### src/rtl/sum_accumulator.sv
// Frame accumulator: sums FRAME_LEN 9-bit adder results {cout, sum} into an
// ACC_W-bit total, presents it with a valid/ready handshake and counts frames.
module sum_accumulator #(
  parameter int unsigned FRAME_LEN = 4,
  parameter int unsigned ACC_W     = 16
) (
  input  logic             clk,
  input  logic             rst,
  input  logic             in_valid,
  output logic             in_ready,
  input  logic [7:0]       in_sum,
  input  logic             in_cout,
  output logic             out_valid,
  input  logic             out_ready,
  output logic [ACC_W-1:0] out_acc,
  output logic             out_ovf,
  output logic [7:0]       frame_cnt
);

  typedef enum logic [1:0] {
    IDLE = 2'd0,
    ACC  = 2'd1,
    HOLD = 2'd2
  } state_t;

  state_t           state_q;
  logic [ACC_W-1:0] acc_q;
  logic [7:0]       cnt_q;
  logic             ovf_q;
  logic [7:0]       fcnt_q;
  logic             out_valid_q;
  logic             in_ready_q;

  logic [ACC_W-1:0] operand_s;
  logic [ACC_W:0]   sum_s;
  logic             last_s;
  logic             in_xfer_s;

  // Operand extension, carry-extended sum and frame-completion decode.
  always_comb begin
    operand_s      = '0;
    operand_s[8:0] = {in_cout, in_sum};
    sum_s          = {1'b0, acc_q} + {1'b0, operand_s};
    last_s         = (cnt_q == 8'(FRAME_LEN - 1));
    in_xfer_s      = in_valid && in_ready_q;
  end

  // Frame FSM; in_ready and out_valid are registered alongside the state.
  always_ff @(posedge clk) begin
    if (rst) begin
      state_q     <= IDLE;
      acc_q       <= '0;
      cnt_q       <= 8'd0;
      ovf_q       <= 1'b0;
      fcnt_q      <= 8'd0;
      out_valid_q <= 1'b0;
      in_ready_q  <= 1'b1;
    end else begin
      case (state_q)
        IDLE, ACC: begin
          if (in_xfer_s) begin
            acc_q <= sum_s[ACC_W-1:0];
            cnt_q <= cnt_q + 8'd1;
            ovf_q <= ovf_q | sum_s[ACC_W];
            if (last_s) begin
              state_q     <= HOLD;
              out_valid_q <= 1'b1;
              in_ready_q  <= 1'b0;
            end else begin
              state_q <= ACC;
            end
          end
        end
        HOLD: begin
          // Handshake cycle: in_ready is already low, so no input slips in.
          if (out_ready) begin
            state_q     <= IDLE;
            acc_q       <= '0;
            cnt_q       <= 8'd0;
            ovf_q       <= 1'b0;
            fcnt_q      <= fcnt_q + 8'd1;
            out_valid_q <= 1'b0;
            in_ready_q  <= 1'b1;
          end
        end
        default: begin
          state_q     <= IDLE;
          acc_q       <= '0;
          cnt_q       <= 8'd0;
          ovf_q       <= 1'b0;
          out_valid_q <= 1'b0;
          in_ready_q  <= 1'b1;
        end
      endcase
    end
  end

  assign in_ready  = in_ready_q;
  assign out_valid = out_valid_q;
  assign out_acc   = acc_q;
  assign out_ovf   = ovf_q;
  assign frame_cnt = fcnt_q;

endmodule

### config.mk
export PLATFORM = sky130hd
export DESIGN_NAME = sum_accumulator
export DESIGN_NICKNAME = d
export VERILOG_FILES = /design/src/rtl/sum_accumulator.sv
export SDC_FILE = /design/constraint.sdc
export NUM_CORES = 1
export LEC_CHECK = 0
export CORE_MARGIN = 1.5
export CORE_UTILIZATION = 43
export CTS_CLUSTER_SIZE = 20
export DETAILED_ROUTE_END_ITERATION = 10
export PLACE_DENSITY = 0.76
export SYNTH_ARGS = -nofsm -noshare
export SYNTH_HDL_FRONTEND = slang
export SYNTH_SLANG_ARGS = --single-unit
### constraint.sdc
create_clock -name clk -period 5.9 [get_ports clk]
set_input_delay 0.59 -clock clk [delete_from_list [all_inputs] [get_ports clk]]
set_output_delay 0.59 -clock clk [all_outputs]
set_load 0.02 [all_outputs]
== Word-level counts from Yosys, hierarchy flattened ==
Cells that the tools add are included.

* Word-level logic and storage cells: 43
* Output and inout bits: 27
* Input bits: 13
* Bits in registers: 37

* Multiplexer cells: 20
* Eq/ne operators: 6
* Bitwise gates (word level): 1
* Reductions and logical operators: 6
* Add/subtract/negate cells: 3

{| class="wikitable"
|+ Operators by type and width
! operator !! number
|-
| 16-bit 2-to-1 mux || 2
|-
| 16-bit case mux with 2 select lines || 1
|-
| 16-bit by 9-bit adder with 17-bit output || 1
|-
| 8-bit by 1-bit adder with 8-bit output (second input constant) || 2
|-
| 8-bit 2-to-1 mux || 2
|-
| 8-bit case mux with 2 select lines || 1
|-
| 8-bit by 2-bit equality test with 1-bit output (second input constant) || 1
|-
| 1-bit 2-to-1 mux || 7
|-
| 2-bit 2-to-1 mux || 3
|-
| 2-bit inequality test (second input constant) || 3
|-
| 1-bit case mux with 2 select lines || 3
|-
| 2-bit case mux with 2 select lines || 1
|-
| 2-bit AND reduction || 2
|-
| 3-bit AND reduction || 1
|-
| 2-bit by 1-bit equality test with 1-bit output (second input constant) || 1
|-
| 2-bit equality test (second input constant) || 1
|-
| 2-bit logical NOT || 1
|-
| 2-bit OR reduction || 1
|-
| 1-bit logical AND || 1
|-
| 1-bit OR || 1
|}

== Depth between registers and ports, before layout ==
Gate-level depths: netlist of the first run.

* Depth after elaboration: 4
* Mapped depth: 7
* Depth with buffers taken out: 7

== Worst setup path after synthesis of the first run ==
No wires, ideal clock.

* Path type: in2reg
* From: input port in_sum[0]
* To: register acc_q[8], in the netlist out_acc[8]
* Slack: 3.649 ns
* Cell stages on the path: 7
* Arrival: 2.135 ns
* Data required time: 5.783 ns
* Path through: ha_1 -> fa_1 -> a211oi_1 -> o21a_1 -> o21ai_0 -> xor2_1 -> a22o_1

* Longest elaborated chain between the ends: 3

{| class="wikitable"
|+ RTL lines
! what !! RTL line !! text
|-
| from (decl) || 11 || <nowiki>input logic [7:0] in_sum,</nowiki>
|-
| 16-bit by 9-bit adder with 17-bit output || 43 || <nowiki>sum_s = {1'b0, acc_q} + {1'b0, operand_s};</nowiki>
|-
| 16-bit 2-to-1 mux || 61 || <nowiki>if (in_xfer_s) begin</nowiki>
|-
| 16-bit case mux with 2 select lines || 59 || <nowiki>case (state_q)</nowiki>
|-
| to (signal assigned) || 62 || <nowiki>acc_q <= sum_s[ACC_W-1:0];</nowiki>
|-
| to (decl) || 27 || <nowiki>logic [ACC_W-1:0] acc_q;</nowiki>
|}

No other way between the ends. The select of a mux whose other input is x is not followed.
A chain may end at the register's enable or synchronous reset.

== Worst setup path after layout of the first run ==
Ends and elaborated chain as after synthesis.

==> results of run 1 <==
[cells in the mapped netlist (4+ instances only)]
cell type  number
inv_1           4
nand3_1         9
nand4_1         8
dfxtp_1        37
xnor2_1         8
a21oi_1        20
o21ai_0         7
nand2_1        15
ha_1           11
nor2_1         24
or3_1           5
a22o_1          7
xor2_1         12
[per-stage QoR]
step,hold slack (ps),setup WS [ps]
2_1_floorplan,454,3650
3_3_place_gp,463,3130
3_5_place_dp,473,3080
4_1_cts,481,3370
5_1_grt,517,3260
6_report,478,3380
[critical path, delay by kind of cell]
family	cells	cell delay, ps
adders and majority gates	2	680
AOI/OAI and AO/OA	4	880
xor gates and xnor gates	1	150
buffers and inverters	1	410
[how the worst max path moves through the flow]
stage	startpoint	endpoint	slack [ps]
after global routing	in_sum[0]	out_acc[8]	3260
after floorplan	in_sum[0]	out_acc[8]	3650
final	in_sum[0]	out_acc[8]	3380
after global placement	in_sum[0]	out_acc[8]	3130
after CTS	in_sum[0]	out_acc[8]	3370
after detailed placement	in_sum[0]	out_acc[8]	3080
[cells by family after synthesis]
| family | count (synthesis) | share of synthesized area (%) |
|---|---|---|
| and+or+nand+nor | 79 | 21.5 |
| xor gates and xnor gates | 20 | 9.02 |
| muxes | 1 | 0.515 |
| AOI/OAI and AO/OA | 58 | 20.2 |
| DFF | 37 | 38.1 |
| buffers and inverters | 11 | 2.51 |
| adders and majority gates | 12 | 8.12 |
[layer usage]
metal | part of all wire [%] | wire [µm] | GRT usage, %
met3 | 3.8 | 162 | 4.47
met1 | 51 | 2140 | 25.4
met2 | 45 | 1890 | 27.7
met4 | 0.73 | 31 | 5.77
met5 | 0 | 0 | 0
[registers in the layout, summed over array words and instances (netlist names)]
signal / count
cnt_q: 8
out_ovf: 1
state_q: 2
in_ready: 1
frame_cnt: 8
out_valid: 1
out_acc: 16
[cell type report]
| class | count | area, µm² | share of cell area, % |
|---|---|---|---|
| Clock buffer | 6 | 72.6 | 2.97 |
| Clock inverter | 2 | 10.0 | 0.409 |
| Sequential cell | 37 | 741 | 30.3 |
| Timing Repair Buffer | 39 | 390 | 16.0 |
| Tap cell | 52 | 65.1 | 2.66 |
| Multi-Input combinational cell | 170 | 1150 | 47.1 |
| Inverter | 4 | 15.0 | 0.614 |
[cells in the final DEF, fill, tap and decap left out, types with 2 or more instances in the layout]
cell,synthesis,layout
nor3_1,2,2
o21a_1,3,3
o21ai_1,2,2
a211oi_1,2,2
o211ai_2,2,2
and3_1,2,2
o21ai_0,7,7
a22o_1,7,7
nor2b_1,3,3
nor2_1,24,24
xor2_1,12,12
a31o_2,2,2
and2_1,2,2
a21o_1,2,2
nand2_1,15,15
a21oi_2,3,3
xnor2_1,8,8
a31oi_1,2,2
clkdlybuf4s50_1,0,39
a21oi_1,20,20
clkbuf_8,0,5
nand4_1,8,8
clkinv_2,0,2
or3_1,5,5
nand3_1,9,9
dfxtp_1,37,37
ha_1,11,11
inv_1,4,4
[where the power goes]
group	leakage (nW)	total [mW]	internal (mW)	switching [mW]
Clock	0.0450	0.173	0.0819	0.0914
Sequential	0.300	0.272	0.261	0.0104
Combinational	0.587	0.140	0.0644	0.0760
==> metrics.txt, run 1 <==
Setup violations, final 0; GRT Util Overall around 18%; Max VDD drop around 0.14 mV; post-DP HPWL 3000 µm; initial core utilization 44.6%; setup repair after global routing missed its margin false; post-synthesis cell count between 200 and 250; crit-path cells clkdlybuf4s50_1, ha_1, fa_1, a211oi_1, o21a_1, o21ai_0, xor2_1, a22o_1; hold depth 2; initial antenna violation count 0; top_reg_cell synth dfxtp_1; Via density 5.52; clk sinks 37; fmax approximately 400 MHz; worst hold path startpoint state_q[0]; Leakage roughly 0.93 nW; number of max-cap violations 0; Fin Setup TNS 0 ps; CTS tree done; Ports 40; clock skew around 11 ps; Pins Over Slew Limit 0; Avg WL per Cell 13.6 µm; Slew headroom between 50% and 60%; Placeable Area 4350 µm²; initial DRC count roughly 80; critical path launch point type input port; WHS Endpoint state_q[0]; Post-synth EDFFs 0; Final ANT Viol Nets 0; Routed WL 4230 µm; # H-tree levels 2; RR Endpoint out_acc[8]; post-synth top area share between 30% and 40%; fillers a little under 400; hold_buf cts 0; Final Util between 50% and 60%; reg2reg path depth 7; Design Area, Final 2450 µm²; status finished clean; sequential share of the synthesized area between 30% and 40%; Crit. End Element flop; WP data required a little over 6000 ps; Net Count, Synth around 240; worst r2r src out_acc[0]; CP arrival between 2000 and 3000 ps; Post-route DRC 0; post-CTS setup buffers 0; Initial DRT Pass Iterations 4; Num CTS Buffers 5; PortBufs 39; die extent in x 70.2 µm; Inserted Diodes 0; Yosys warning count 0; Yosys cell types 45; Slowest-stage cell, CP fa_1; first-pass GRT wire length roughly 7300 µm; standard-cell rows 24; Final Hold Vio Count 0; GPL Wtd Cong between 0.9 and 1; Worst Hold Class reg2reg; DIE HEIGHT 70.2 µm; share of synthesized registers carrying an async set or reset 0%; Reg2Reg Setup Slack 3790 ps; Syn Std Cell Area 1940 µm²; post-synth top area cell dfxtp_1; root buf cell clkbuf_8; Synth-to-Final Area Change 26.0%; fin cells 310; placed inst area about 2400 µm²; layout cells sized above 1 8.14%; Mean Syn Cell Area approximately 8.9 µm²; CP max stage delay between 400 and 500 ps; Total Power between 500 and 600 µW; PwrDens 239 nW/µm²; critical path fanouts, max 3; Worst-path clk slew 80 ps; synthesized flop and latch total 37; top cells by area, synth dfxtp_1 38%, ha_1 7.1%, xor2_1 5.4%; Post-Place Cells 302; Slew @ Worst Pin about 700 ps; cts repair resizes 0; clk_lat worst skew ~290 ps; Bufs on Longest Clock Path 2; number of global-route vias before repair 1629; critical setup path kind in2reg; GRT overflow 0; largest net degree at the start of global routing 20; NumNets Final about 280; period utilization a little over two fifths; Die ar. ~4900 µm²; vias around 1700; crit path time final roughly 2500 ps
Power figures use the tool's default switching activity.
==> inputs of run 2 (changes only) <==
==> constraint.sdc (replaced) <==
create_clock -name clk -period 2.4 [get_ports clk]
set_input_delay 0.24 -clock clk [delete_from_list [all_inputs] [get_ports clk]]
set_output_delay 0.24 -clock clk [all_outputs]
set_load 0.02 [all_outputs]
==> run 2 against run 1 <==
Against the previous run:
- worst setup slack lost 3100 ps
- sequential power is 150% higher
- critical path type unchanged
- global-route usage rose by 0.47 points
- register-to-register slack got worse by 3400 ps
- clock skew shrank 4.2 ps
- routed wire length grew 1.8%
- critical path depth is the same
- clock-buffer cell count is 1 higher
- total power increased by 150%
==> metrics.txt, run 2 (synthesized netlist as in run 1, its figures left out) <==
hold_buf cts 0 (unchanged); Initial DRT Pass Iterations 4 (unchanged); Leakage 0.961 nW (was 0.932 nW); Via density 5.46 (was 5.52); standard-cell rows 24 (unchanged); Max VDD drop 0.229 mV (was 0.137 mV); Die ar. 4930 µm² (unchanged); worst hold path startpoint out_acc[0] (was state_q[0]); Final ANT Viol Nets 0 (unchanged); Top delay family on crit path compound AO/OA/AOI/OAI gates (unchanged); NumNets Final 288 (was 282); Inserted Diodes 0 (unchanged); DIE HEIGHT 70.2 µm (unchanged); fmax ~470 MHz; Pins Over Slew Limit 0 (unchanged); PortBufs 39 (unchanged); CP arrival 2350 ps (was 2710 ps); Ports 40 (unchanged); crit path time final between 2000 and 2500 ps; Crit. End Element flop (unchanged); Synth-to-Final Area Change 28.5% (was 26.0%); GPL Wtd Cong 0.795 (was 0.944); root buf cell clkbuf_8 (unchanged); setup repair after global routing missed its margin false (unchanged); Worst Hold Class reg2reg (unchanged); cts repair resizes 0 (unchanged); post-CTS setup buffers 0 (unchanged); clk_lat worst skew 290 ps (about the same); period utilization slightly below 90%; number of global-route vias before repair 1631 (was 1629); Final Hold Vio Count 0 (unchanged); # H-tree levels 2 (unchanged); Slew @ Worst Pin 473 ps (was 698 ps); largest net degree at the start of global routing 19 (was 20); vias 1721 (was 1711); Bufs on Longest Clock Path 2 (unchanged); Num CTS Buffers 5 (unchanged); Slew headroom 68.4% (was 53.3%); PwrDens 586 nW/µm² (was 239 nW/µm²); WP buf/inv 1 (unchanged); Avg WL per Cell 13.7 µm (was 13.6 µm); post-route worst setup slack 287 ps (was 3380 ps); GRT Util Overall 18.7% (was 18.2%); crit-path cells clkdlybuf4s50_1, ha_1, fa_1, a211oi_1, nor3_1, or2_1, a21oi_1, a31o_2 (was clkdlybuf4s50_1, ha_1, fa_1, a211oi_1, o21a_1, o21ai_0, xor2_1, a22o_1); initial DRC count 72 (was 81); Setup violations, final 0 (unchanged); Final Util 57.3% (was 56.2%); clock skew 7.29 ps (was 11.5 ps); GRT overflow 0 (unchanged); critical path fanouts, max 4 (was 3); critical setup path kind in2reg (unchanged); Post-route DRC 0 (unchanged); Worst-path clk slew 70 ps (was 80 ps); worst slack, placed -11.0 ps (was 3080 ps); max reg flops 16 (unchanged); most frequent cells in the layout 39 x clkdlybuf4s50_1, 37 x dfxtp_1, 24 x nor2_1 (unchanged); Post-Place Cells 308 (was 302); die extent in x 70.2 µm (unchanged); leading cell type in the layout, fill and taps excluded clkdlybuf4s50_1 (unchanged); initial core utilization 44.6% (unchanged); post-DP HPWL 3150 µm (was 3000 µm); CP max stage delay 410 ps (was 430 ps); layout cells sized above 1 9.89% (was 8.14%); Min Hold Slack 479 ps (was 478 ps); WP data required 2630 ps (was 6090 ps); status finished clean (unchanged); Placeable Area 4350 µm² (unchanged); initial antenna violation count 0 (unchanged); critical path launch point type input port (unchanged); Total Power 1.46 mW (was 585 µW); worst r2r src out_acc[0] (unchanged); fin cells 315 (was 310); first-pass GRT wire length 7300 µm (unchanged); Slowest-stage cell, CP clkdlybuf4s50_1 (was fa_1); number of max-cap violations 0 (unchanged); clk sinks 37 (unchanged); CTS tree done (unchanged); Crit. Startpoint in_sum[0] (unchanged); Routed WL 4300 µm (was 4230 µm)
-- run 2: cell count changes in the layout (fill, tap and decap cells not counted) --
cell	delta
buf_4	+6
clkbuf_8	+1
clkinv_2	-2
-- run 2: routing by layer --
layer  vias to the layer above  global-route usage (%)  wire length, µm
met5                         -                       0                0
met4                         0                    6.84               62
met3                         6                    5.34              181
met2                        40                    29.6             1980
met1                       802                    24.2             2070
li1                        873                       -                -
-- run 2: cell type report --
cell class,instances,area (µm²)
inverters,4,15.0
fillers,394,1860
flip-flops and latches,37,741
repair buffers,45,435
well taps,52,65.1
clock buffers,7,86.3
multi-input cells,170,1150
-- run 2: final timing paths --
check	cells after the start	slack, ps	endpoint
max	8	290	out_acc[10]
min	2	480	out_acc[0]
max reg2reg	7	350	out_acc[10]
min reg2reg	2	480	out_acc[0]
-- run 2: tightest hold or removal path, stage by stage, from the launching register on --
cell and delay [ps]:
dfxtp_1 330, nand2_1 60, a21oi_1 50
-- run 2: report_power, final --
part / total [mW] / internal, mW / switching (mW)
clock network: 0.435 / 0.228 / 0.207
registers: 0.668 / 0.642 / 0.0254
logic: 0.359 / 0.167 / 0.191
total: 1.46 / 1.04 / 0.424
-- run 2: metrics by stage --
stage               setup TNS (ps)  instance area (µm²)
floorplan                        0                 1940
global placement                 0                 2410
detailed placement           -19.3                 2410
CTS                              0                 2490
global route                     0                 2490
finish                           0                 2490
